==> config.mk <==
export PLATFORM = sky130hd
export DESIGN_NAME = one_to_four_demux_reg
export DESIGN_NICKNAME = d
export VERILOG_FILES = /design/src/rtl/one_to_four_demux_reg.sv
export SDC_FILE = /design/constraint.sdc
export NUM_CORES = 1
export LEC_CHECK = 0
export ABC_AREA = 1
export BUFFER_PORTS_ARGS = -buffer_cell sky130_fd_sc_hd__buf_2
export CAP_MARGIN = 20
export CORE_ASPECT_RATIO = 2
export CORE_MARGIN = 4
export CORE_UTILIZATION = 52
export CTS_CLUSTER_DIAMETER = 120
export DETAILED_ROUTE_END_ITERATION = 10
export PLACE_DENSITY_LB_ADDON = 0.08
export SLEW_MARGIN = 20
export SYNTH_ARGS = -nofsm -noshare
export SYNTH_HDL_FRONTEND = slang
export SYNTH_SLANG_ARGS = --single-unit
==> constraint.sdc <==
create_clock -name clk_in -period 2 [get_ports clk_in]
set_clock_uncertainty 0.1 [all_clocks]
set_input_delay 0.4 -clock clk_in [delete_from_list [all_inputs] [get_ports clk_in]]
set_output_delay 0.4 -clock clk_in [all_outputs]
set_load 0.02 [all_outputs]
==> src/rtl/one_to_four_demux_reg.sv <==
`default_nettype none
// +--------------------------------------------------------------------------+
// | Module      : one_to_four_demux_reg                                      |
// | Description : Registered 1-to-4 demultiplexer with per-lane holding      |
// |               registers, valid/ready handshakes and round-robin routing. |
// | Revision    : 1.0                                                        |
// +--------------------------------------------------------------------------+
module one_to_four_demux_reg #(
  parameter int WIDTH = 8,
  parameter int CNT_W = 16
) (
  input  logic               clk_in,
  input  logic               rst_in,
  input  logic [WIDTH-1:0]   data_in,
  input  logic [1:0]         sel_in,
  input  logic               mode_in,
  input  logic               valid_in,
  output logic               ready_out,
  output logic [4*WIDTH-1:0] lane_data_out,
  output logic [3:0]         lane_valid_out,
  input  logic [3:0]         lane_ready_in,
  output logic [1:0]         rr_ptr_out,
  output logic [CNT_W-1:0]   count_out
);

  logic [1:0]       r_rr_ptr;
  logic [CNT_W-1:0] r_count;
  logic [3:0]       r_valid;
  logic [1:0]       w_target;
  logic             w_ready;
  logic             w_accept;

  assign w_target = mode_in ? r_rr_ptr : sel_in;
  // A lane that drains this cycle can take a new word at the same edge.
  assign w_ready  = ~rst_in & (~r_valid[w_target] | lane_ready_in[w_target]);
  assign w_accept = valid_in & w_ready;

  generate
    for (genvar k = 0; k < 4; k++) begin : g_lane
      logic [WIDTH-1:0] r_data;
      logic             w_load;

      assign w_load = w_accept & (w_target == 2'(k));

      // Load has priority over consume so a load+drain keeps the lane full.
      always_ff @(posedge clk_in or posedge rst_in) begin
        if (rst_in) begin
          r_data     <= '0;
          r_valid[k] <= 1'b0;
        end else if (w_load) begin
          r_data     <= data_in;
          r_valid[k] <= 1'b1;
        end else if (r_valid[k] & lane_ready_in[k]) begin
          r_valid[k] <= 1'b0;
        end
      end

      assign lane_data_out[k*WIDTH +: WIDTH] = r_data;
    end
  endgenerate

  always_ff @(posedge clk_in or posedge rst_in) begin
    if (rst_in) begin
      r_rr_ptr <= '0;
      r_count  <= '0;
    end else if (w_accept) begin
      r_count <= r_count + 1'b1;
      if (mode_in) begin
        r_rr_ptr <= r_rr_ptr + 1'b1;
      end
    end
  end

  assign ready_out      = w_ready;
  assign lane_valid_out = r_valid;
  assign rr_ptr_out     = r_rr_ptr;
  assign count_out      = r_count;

endmodule
`default_nettype wire

## Word level (Yosys, flattened, before mapping)

Cells that the tools add are included.
W data, S select, Z words.

- Output and inout bits: 55
- Bits of input ports: 18
- Flip-flop bits (word level): 54
- Word-level logic and storage cells: 48

- Equal/unequal tests: 3
- Bitwise gates (word level): 13
- $add $sub $neg: 2
- Magnitude comparators: 1
- Muxes and demuxes: 13
- Reductions and logical operators: 6

Operator list:

| operator | number |
|---|---|
| $add A16 B1 Y16 const B | 1 |
| $and A1 B1 Y1 | 10 |
| $mux W1 | 10 |
| $reduce_bool A2 Y1 | 4 |
| $bmux W1 S2 | 2 |
| $eq A2 B2 Y1 const B | 2 |
| $lt A2 B3 Y1 const B | 1 |
| $add A2 B1 Y2 const B | 1 |
| $eq A2 B1 Y1 const B | 1 |
| $logic_not A2 Y1 | 1 |
| $mux W2 | 1 |
| $not A1 Y1 | 2 |
| $reduce_and A2 Y1 | 1 |
| $or A1 B1 Y1 | 1 |

## Longest topological paths before layout

- Depth after elaboration: 9
- Depth in mapped cells: 13
- Depth with buffers taken out: 12

## Worst setup path after synthesis

No wires, ideal clock.

- Path kind: input-to-reg
- From: in rst_in
- To: reg r_valid[0], in the netlist lane_valid_out[0]
- Library setup time: 151 ps
- Data required time: 1749 ps
- Stages on the path: 3
- Path buffers: 0
- Path slack: -707 ps
- Data arrival time: 2456 ps
- Path through: clkinv_1 -> nand4_2 -> o21ai_0

- Word-level cells in the longest chain between the ends: 5
- Elaborated cells between the ends (all ways): 6
- Those cells by class: 1 x mux; 4 x bitwise; 1 x reduce/logical

RTL lines:

| element | RTL line | source |
|---|---|---|
| start: declaration | 13 | `input logic rst_in,` |
| $not A1 Y1 (*) | 35 | `assign w_ready = ~rst_in & (~r_valid[w_target] \| lane_ready_in[w_target]);` |
| $and A1 B1 Y1 (*) | 35 |  |
| $and A1 B1 Y1 (*) | 36 | `assign w_accept = valid_in & w_ready;` |
| $and A1 B1 Y1 (*) | 43 | `assign w_load = w_accept & (w_target == 2'(k));` |
| $mux W1 / $reduce_bool A2 Y1 (equally long branches) | -- |  |
| end signal: indexed assignment | 49 | `r_valid[k] <= 1'b0;` |
| end signal: indexed assignment | 52 | `r_valid[k] <= 1'b1;` |
| end signal: indexed assignment | 54 | `r_valid[k] <= 1'b0;` |
| end: declaration | 28 | `logic [3:0] r_valid;` |

Mark *: on every way between the ends. The rest lies on a longest branch, timed or not.
A chain may end at the register's enable or synchronous reset.

## Worst setup path in the final report

- From: reg r_rr_ptr[0], in the netlist rr_ptr_out[0]
- To: out ready_out

- Word-level cells in the longest chain between the ends: 6
- Elaborated cells between the ends (all ways): 8
- Those cells by class: 5 x mux; 3 x bitwise

RTL lines:

| element | RTL line | source |
|---|---|---|
| start: declaration | 26 | `logic [1:0] r_rr_ptr;` |
| start signal: assignment | 69 | `r_rr_ptr <= r_rr_ptr + 1'b1;` |
| $mux W2 (*) | 33 | `assign w_target = mode_in ? r_rr_ptr : sel_in;` |
| $bmux W1 S2 | 35 |  |
| $mux W1 (implied by the code) | 35 |  |
| $not A1 Y1 | 35 |  |
| $or A1 B1 Y1 (*) | 35 |  |
| $and A1 B1 Y1 (*) | 35 |  |
| end: declaration | 18 | `output logic ready_out,` |

Mark *: on every way between the ends. The rest lies on a longest branch, timed or not. The select of a mux whose other input is x is not followed.

==> results.sh <==
export IMPL_seqPwrFrac_pct=40.9
export IMPL_die_area_um2=6312
export IMPL_power_leakage_nw=1.905
export IMPL_required_ns=1.50
export IMPL_final_cell_mix="nand2_1, buf_2, dfrtp_1, nand4_1"
export IMPL_place_gp_congestion=0.9720
export IMPL_ios=73
export IMPL_ys_types=20
export IMPL_r2r_setup_slack_ns=0.10
export IMPL_fillers=428
export IMPL_final_common_cell="nand2_1"
export IMPL_dpl_cell_area_um2=3158
export IMPL_routed_wl_mm=7.684
export IMPL_sw_frac_of_total_pct=41.80
export IMPL_rsz0062_at_grt="true"
export IMPL_vias=2567
export IMPL_fp_dieW_um=58.22
export IMPL_critPathKind="flip-flop to output pin"
export IMPL_place_ws_ns=-0.1279
export IMPL_first_pass_iters=4
export IMPL_path_max_fanout=5
export IMPL_wl_met1_mm=2.887
export IMPL_diodes=0
export IMPL_ys_seq_area_share_pct=51.53
export IMPL_power_density_nw_per_um2=1262
export IMPL_worst_r2r_path_depth=12
export IMPL_drt_antenna_violating_nets=0
export IMPL_port_buffers=72
export IMPL_ir_worst_vdd_v=0.0008991
export IMPL_timing_rr_end="g_lane[1].r_data[3]"
export IMPL_r2r_start="rr_ptr_out[0]"
export IMPL_violations="negative setup slack"
export IMPL_first_iter_violations=89
export IMPL_netlist_instances=318
export IMPL_final_cell_area_um2=3362
export IMPL_tightest_slew_ns=0.4758
export IMPL_cts_made_buffers=5
export IMPL_switchingPower_mw=1.774
export IMPL_cts_sinks=54
export IMPL_ys_ff_latch=54
export IMPL_multi_input_area_um2=1204
export IMPL_grt_pass1_vias=2528
export IMPL_cp_data_arrival_time_ns=1.53
export IMPL_fmax_mhz=493.4
export IMPL_fin_crit_sh_pct=101.3
export IMPL_regArea_um2=1351
export IMPL_drcViolationCount=0
export IMPL_grt_max_degree=24
export IMPL_grt_usage_pct=26.63
export IMPL_status="finished with violations"
export IMPL_clkPwrFrac_pct=17.3
export IMPL_drive_gt1_share_pct=29.68
export IMPL_finalSetupViolations=1
export IMPL_holdWs_ns=0.2055
export IMPL_hold_end="lane_valid_out[0]"
export IMPL_drv_cap=0
export IMPL_dp_hpwl_mm=5.688
export IMPL_rows=36
export IMPL_clkSlewWorstSetupHoldPaths_ns=0.10
export IMPL_intPower_mw=2.469
export IMPL_overflow=0
export IMPL_die_h_um=108.4
export IMPL_hold_depth=2
export IMPL_dr_max_layer_used="met4"
export IMPL_cts_buffer_depth=2
export IMPL_cts_tree="built"
export IMPL_root_buffer="clkbuf_8"
export IMPL_core_region_area_um2=4865
export IMPL_crit_path_start_kind="flip-flop"
export IMPL_cts_htree_levels=2
export IMPL_syn_to_final_growth_pct=28.20
export IMPL_final_nets=429
export IMPL_endpoint_kind="output pin"
export IMPL_synth_area_um2=2623
export IMPL_antenna_found_initial=0
export IMPL_min_period_ns=2.027
export IMPL_initial_core_util_pct=53.91
export IMPL_grt_pass1_wl_mm=12.61
export IMPL_hp_start="lane_ready_in[0]"
export IMPL_hold_path_class="primary input to flip-flop"
export IMPL_clk_latency_ns=0.31
export IMPL_slew_headroom_pct=68.28
export IMPL_wl_met3_um=442
export IMPL_wl_per_cell_um=16.42
export IMPL_yosys_warnings=0
export IMPL_vias_per_cell=5.485
export IMPL_combPwrFrac_pct=41.9
export IMPL_wl_met2_mm=4.064
export IMPL_slew_violations=0
export IMPL_fin_ws_ns=-0.02678
export IMPL_syn_area_per_cell_um2=8.247
export IMPL_hold_viol=0
export IMPL_mappedNetlistNets=337
==> worst max path at each step <==
stage	startpoint	to	slack (ns)	cells past startpoint
after floorplan	rr_ptr_out[0]	ready_out	0.002	9
after global placement	mode_in	count_out[0]	-0.07	13
after detailed placement	mode_in	count_out[3]	-0.13	14
after CTS	rr_ptr_out[0]	ready_out	-0.02	9
after global routing	rr_ptr_out[0]	ready_out	-0.11	8
final	rr_ptr_out[0]	ready_out	-0.03	8
==> routing by layer <==
| metal | GRT usage [%] | vias to the layer above |
|---|---|---|
| li1 | - | 1240 |
| met1 | 30.77 | 1209 |
| met2 | 46.04 | 98 |
| met3 | 4.301 | 20 |
| met4 | 13.93 | 0 |
| met5 | 0 | - |
==> power groups by stage <==
stage / clock network (mW) / registers [mW] / logic [mW]
global route: 0.791 / 1.79 / 1.95
global placement: 0 / 1.75 / 1.67
floorplan: 0 / 2.19 / 0.574
detailed placement: 0 / 1.76 / 1.71
finish: 0.732 / 1.73 / 1.78
CTS: 0.745 / 1.74 / 1.76
==> cell type report <==
cell class,count,share of cell area [%]
inverters,15,1.712
clock inverters,3,1.191
flip-flops and latches,54,40.19
clock buffers,5,2.047
well taps,57,2.121
repair buffers,97,16.93
multi-input cells,237,35.80
==> critical path, cell delays in order, from the launching register on <==
cell and delay [ns]:
dfrtp_1 0.42, nand2_4 0.12, nand2_4 0.08, nand2_1 0.06, nand2_1 0.05, nand2_1 0.07, nand2_2 0.08, a21oi_4 0.19
buf_6 0.14
==> Yosys cell counts, drive strengths merged <==
master	count	area [um^2]
nand2	134	508.0
dfrtp	54	1351
nand4	41	281.5
nand3	25	125.1
inv	12	45.04
nor2	12	45.04
xor2	8	70.07
buf	7	33.78
xnor2	7	61.31
clkbuf	5	18.77
o21ai	5	25.02
clkinv	3	11.26
nor3	2	10.01
a21oi	1	16.27
ha	1	12.51
nand3b	1	7.510
==> cell families (layout without fill, tap and decap cells) <==
family / Yosys count / in the layout / synth area share [%]
compound gates: 6 / 6 / 1.574
xor+xnor: 15 / 15 / 5.010
fa+ha+maj: 1 / 1 / 0.4770
buf+inv: 27 / 120 / 4.151
flops: 54 / 54 / 51.53
simple gates: 215 / 215 / 37.26
==> through the flow <==
stage / power (mW) / TNS (ns) / instances / utilization [%]
CTS: 4.253 / -0.01893 / 466 / 68.54
floorplan: 2.768 / 0 / 318 / -
global route: 4.531 / -0.1560 / 468 / 69.11
detailed placement: 3.476 / -2.144 / 454 / 64.92
finish: 4.243 / -0.02678 / 468 / 69.11
global placement: 3.420 / -0.9564 / 454 / 64.92
==> flip-flops by register name, indices dropped and copies added, names as in the netlist <==
name            count
lane_valid_out      4
count_out          16
rr_ptr_out          2
g_lane.r_data      32
==> timing repair <==
item | 4_1_cts | 5_1_grt
setup buffers | 3 | 2
hold buffers | 1 | 0
resized for setup | 11 | 4
endpoints found under the setup margin | 17 | 34
pin swaps | 4 | 2
endpoints found under the hold margin | 6 | 0
(Power assumes the default switching activity.)
